**src/rtl/alu_rr_sched.sv**
```systemverilog
// alu_rr_sched: round-robin scheduler sharing one registered ALU stage among N_REQ requesters
// One transaction in flight: grant, issue, wait (with watchdog), respond.
module alu_rr_sched #(
   parameter int WIDTH   = 4,
   parameter int N_REQ   = 4,
   parameter int TIMEOUT = 15,
   localparam int IW = (N_REQ > 1) ? $clog2(N_REQ) : 1,
   localparam int TW = $clog2(TIMEOUT + 1)
) (
   input  logic                   i_CLK,
   input  logic                   i_RST,
   input  logic [N_REQ-1:0]       i_REQ_VALID,
   output logic [N_REQ-1:0]       o_REQ_READY,
   input  logic [N_REQ*WIDTH-1:0] i_REQ_A,
   input  logic [N_REQ*WIDTH-1:0] i_REQ_B,
   input  logic [N_REQ*2-1:0]     i_REQ_SEL,
   output logic [N_REQ-1:0]       o_RSP_VALID,
   input  logic [N_REQ-1:0]       i_RSP_READY,
   output logic [WIDTH-1:0]       o_RSP_Y,
   output logic                   o_RSP_ERR,
   output logic                   o_ALU_VALID,
   input  logic                   i_ALU_READY,
   output logic [WIDTH-1:0]       o_ALU_A,
   output logic [WIDTH-1:0]       o_ALU_B,
   output logic [1:0]             o_ALU_SEL,
   input  logic                   i_ALU_VALID,
   output logic                   o_ALU_READY,
   input  logic [WIDTH-1:0]       i_ALU_Y,
   output logic                   o_BUSY,
   output logic [IW-1:0]          o_GRANT_ID
);
   typedef enum logic [1:0] {IDLE = 2'b00, ISSUE = 2'b01, WAIT = 2'b10, RESP = 2'b11} state_t;
   state_t           state, state_d;
   logic [IW-1:0]    ptr, gnt, gnt_id;
   logic             found, expired;
   logic [TW-1:0]    timer;
   logic [WIDTH-1:0] a_q, b_q, y_q;
   logic [1:0]       sel_q;
   logic             err_q;
   // Scan offsets high to low so the nearest valid requester after ptr wins.
   always_comb begin
      found = 1'b0;
      gnt   = ptr;
      for (int i = N_REQ - 1; i >= 0; i--)
         if (i_REQ_VALID[IW'((int'(ptr) + i) % N_REQ)]) begin
            found = 1'b1;
            gnt   = IW'((int'(ptr) + i) % N_REQ);
         end
   end
   assign expired = timer == TW'(TIMEOUT - 1);
   always_comb begin
      state_d = state;
      case (state)
         IDLE:    state_d = found ? ISSUE : IDLE;
         ISSUE:   state_d = i_ALU_READY ? WAIT : ISSUE;
         WAIT:    state_d = (i_ALU_VALID || expired) ? RESP : WAIT;
         RESP:    state_d = i_RSP_READY[gnt_id] ? IDLE : RESP;
         default: state_d = IDLE;
      endcase
   end
   always_ff @(posedge i_CLK or posedge i_RST) begin
      if (i_RST)
         state <= IDLE;
      else
         state <= state_d;
   end
   always_ff @(posedge i_CLK or posedge i_RST) begin
      if (i_RST) begin
         ptr    <= '0;
         gnt_id <= '0;
         timer  <= '0;
         a_q    <= '0;
         b_q    <= '0;
         sel_q  <= '0;
         y_q    <= '0;
         err_q  <= 1'b0;
      end else begin
         if (state == IDLE && found) begin
            a_q    <= i_REQ_A[gnt*WIDTH +: WIDTH];
            b_q    <= i_REQ_B[gnt*WIDTH +: WIDTH];
            sel_q  <= i_REQ_SEL[gnt*2 +: 2];
            gnt_id <= gnt;
            ptr    <= (gnt == IW'(N_REQ - 1)) ? '0 : gnt + 1'b1;
         end
         if (state == ISSUE && i_ALU_READY)
            timer <= '0;
         // A result on the final WAIT cycle beats the watchdog.
         if (state == WAIT) begin
            if (i_ALU_VALID) begin
               y_q   <= i_ALU_Y;
               err_q <= 1'b0;
            end else if (expired) begin
               y_q   <= '0;
               err_q <= 1'b1;
            end else
               timer <= timer + 1'b1;
         end
      end
   end
   assign o_REQ_READY = (state == IDLE && found) ? N_REQ'(1) << gnt : '0;
   assign o_RSP_VALID = (state == RESP) ? N_REQ'(1) << gnt_id : '0;
   assign o_RSP_Y     = y_q;
   assign o_RSP_ERR   = err_q;
   assign o_ALU_VALID = state == ISSUE;
   assign o_ALU_READY = state != RESP;
   assign o_ALU_A     = a_q;
   assign o_ALU_B     = b_q;
   assign o_ALU_SEL   = sel_q;
   assign o_BUSY      = state != IDLE;
   assign o_GRANT_ID  = gnt_id;
endmodule

```
**config.mk**
```make
export PLATFORM = sky130hd
export DESIGN_NAME = alu_rr_sched
export DESIGN_NICKNAME = d
export VERILOG_FILES = /design/src/rtl/alu_rr_sched.sv
export SDC_FILE = /design/constraint.sdc
export NUM_CORES = 1
export LEC_CHECK = 0
export ABC_AREA = 1
export BUFFER_PORTS_ARGS = -buffer_cell sky130_fd_sc_hd__buf_4
export CAP_MARGIN = 5
export CORE_MARGIN = 10
export CORE_UTILIZATION = 45
export CTS_BUF_LIST = sky130_fd_sc_hd__clkbuf_8
export DETAILED_ROUTE_END_ITERATION = 10
export PLACE_DENSITY = 0.78
export SLEW_MARGIN = 40
export SYNTH_ARGS = -nofsm -noshare
export SYNTH_HDL_FRONTEND = slang
export SYNTH_SLANG_ARGS = --single-unit
```
**constraint.sdc**
```tcl
create_clock -name i_CLK -period 4.2 [get_ports i_CLK]
set_input_delay 0.21 -clock i_CLK [delete_from_list [all_inputs] [get_ports i_CLK]]
set_output_delay 0.21 -clock i_CLK [all_outputs]
set_load 0.05 [all_outputs]
```
==> flow_summary.toml <==
[finish]
fin_nets = 396
drive_gt1_share_pct = 30.7
stdcell_count = 384
n_antenna_cell = 0
final_core_util_pct = 64.5
areaGrowthSynthToFinish_pct = 36.4

[routing]
routed_wirelength_um = 5370
vias = 1972
vias_per_cell = 5.14
wl_per_cell_um = 14.0
ant_nets = 0
first_pass_iters = 5
drtIter0Drc = 70
drc = 0

[setup_path]
path_delay_family = "simple AND/OR/NAND/NOR gates"
cp_common_cell = "nand2_1"
worstPathArrival_ns = 2.86
critPathSlowestCell = "dfrtp_1"
path_cells = "inv_6 > nand2_2 > nand2_1 > nand2_1 > nand2_1 > inv_2 > nand2_2 > nand4_2 > nand2_4 > ha_1 > inv_1 > nor2_1 > buf_4"
worst_setup_path_end_kind = "primary output"
crit_required_ns = 3.99
cp_max_fo = 23
path_buf_inv = 4
slowest_delay_ns = 0.53
crit_type = "reg2out"
critPathLaunchType = "flop"

[sta]
fin_crit_sh_pct = 73.0
hold_violations = 25
tightestPinTransition_ns = 0.584
fin_hold_ws_ns = -0.0195
slew_headroom_pct = 61.0
setup_violations = 0
setup_tns_ns = 0
period_minus_slack_ns = 3.07
drv_slew = 0
skew_ns = 0.00181
rsz0062_at_grt = "no"
timing.fmax_mhz = 326

[clocking]
cts_tree = "yes"
ctsResizeCount = 0
clockBufferDepth = 2
post_cts_buffers = 0
htreeDepth = 1
cts_sinks = 25
hold_buffers = 0
root_buffer = "clkbuf_8"
clock_latency_ns = 0.27
clkSlewWorstSetupHoldPaths_ns = 0.09
cts_inserted_buffers = 3

[global_routing]
first_global_vias = 1888
grt_pass1_wl_um = 8400
grt_max_degree = 26
grt_antenna_before_repair = 0
grtUsageTotal_pct = 14.9
overflow = 0

[logic_synthesis]
ys_types = 27
syn-num-nets = 319
avgSynthCellArea_um2 = 6.81
synth_area_mm2 = 0.00177
ys_seq_area_share_pct = 35.3
ys_warn_count = 0
ys_ff_latch = 25
syn_inst = 260

[floorplanning]
chipWidth_um = 82.7
row_count = 22
dieArea_mm2 = 0.00684
initial_core_util_pct = 47.3
core-area_mm2 = 0.00374
fp.dieH_um = 82.7
ios = 84

[power_and_ir_drop]
cellPowerDensity_mw_per_mm2 = 980
power.total_mw = 2.37
ir_worst_vdd_uv = 506
cellLeakagePower_nw = 1.31

[outcome]
violations = "negative hold slack"
run_status = "complete, but fails checks"

[place]
hpwlAfterDp_um = 4220
placement.io_buffers = 83
place_congestion = 0.844
dp.cells = 380

[job]
max-cap-violations = 0

[hold_path]
hold_class = "in2async"
-- state kept, by name, indices dropped and copies added (netlist names) --
signal	flops
o_ALU_B	4
state	2
timer	4
o_GRANT_ID	2
o_RSP_Y	4
ptr	2
o_ALU_A	4
o_ALU_SEL	2
o_RSP_ERR	1
-- layout make-up --
cell class              instances  area (µm²)
inverters                      27         106
flip-flops and latches         25         626
clock buffers                   3        41.3
multi-input cells             197         951
clock inverters                 1        7.51
repair buffers                 83         623
fillers                       347        1330
well taps                      48        60.1
-- final timing paths --
check | from | endpoint | slack [ns] | cells past startpoint
setup / recovery | ptr[0] | o_REQ_READY[3] | 1.13 | 13
hold / removal | i_RST | o_ALU_B[0] | -0.02 | 2
setup reg to reg | ptr[0] | ptr[1] | 1.60 | 12
max in group asynchronous | i_RST | o_ALU_A[1] | 3.86 | 2
hold reg to reg | o_RSP_Y[2] | o_RSP_Y[2] | 0.48 | 2
min in group i_CLK | i_ALU_Y[1] | o_RSP_Y[1] | 0.17 | 3
-- cell families (layout without fill, tap and decap cells) --
| group | count (synthesis) | after routing | synth area share (%) |
|---|---|---|---|
| adders and majority gates | 3 | 3 | 2.12 |
| buffers and inverters | 38 | 114 | 11.0 |
| DFF | 25 | 25 | 35.3 |
| AOI/OAI and AO/OA | 15 | 15 | 4.81 |
| and+or+nand+nor | 178 | 178 | 46.3 |
| xor gates and xnor gates | 1 | 1 | 0.495 |
-- cells in the mapped netlist --
| cell | n | area share [%] |
|---|---|---|
| a31oi_1 | 2 | 0.71 |
| buf_4 | 2 | 0.85 |
| nor3_1 | 5 | 1.4 |
| buf_2 | 4 | 1.1 |
| inv_2 | 5 | 1.1 |
| nor2_4 | 1 | 0.64 |
| buf_6 | 4 | 2.5 |
| ha_1 | 3 | 2.1 |
| inv_6 | 1 | 0.49 |
| nand2_2 | 4 | 1.4 |
| nand3_1 | 68 | 19 |
| o2111ai_1 | 1 | 0.49 |
| nor2_1 | 9 | 1.9 |
| o21ai_0 | 8 | 2.3 |
| dfrtp_1 | 25 | 35 |
| nand4_1 | 1 | 0.35 |
| inv_1 | 21 | 4.5 |
| nand3_2 | 1 | 0.57 |
| o221ai_1 | 1 | 0.49 |
| nand2_1 | 85 | 18 |
| a21oi_1 | 3 | 0.85 |
| xor2_1 | 1 | 0.49 |
| nand3b_1 | 1 | 0.42 |
| nand3_4 | 1 | 0.99 |
| nand4_2 | 1 | 0.71 |
| clkbuf_4 | 1 | 0.42 |
| nand2_4 | 1 | 0.64 |
-- cell usage in the layout (no fill, tap or decap), types with 2 or more instances in the layout --
master and instances:
nand2_1 85, buf_4 83, nand3_1 68, dfrtp_1 25
inv_1 20, nor2_1 9, o21ai_0 8, inv_2 6
nor3_1 5, nand2_2 4, a21oi_1 3, ha_1 3
clkbuf_8 3, a31oi_1 2
-- per-layer routing --
layer  vias up  global-route usage [%]  routed length (µm)
li1       1003                       -                   -
met1       888                    17.8                2240
met2        77                    25.7                2550
met3         4                    4.86                 534
met5         -                       0                   0
met4         0                    2.84                  43
-- report_power, final --
group	switching, mW	total (mW)	leakage [nW]	internal [mW]
clock	0.0805	0.148	0.0217	0.0672
combinational	1.24	1.76	0.976	0.520
sequential	0.101	0.462	0.311	0.360
total	1.42	2.37	1.31	0.947
-- per-stage QoR --
step	setup slack, ns	instance area [µm²]
finish	1.13	2410
global route	0.873	2410
CTS	1.15	2410
detailed placement	1.45	2370
global placement	1.52	2370
floorplan	1.89	1770
Power figures use the tool's default switching activity.
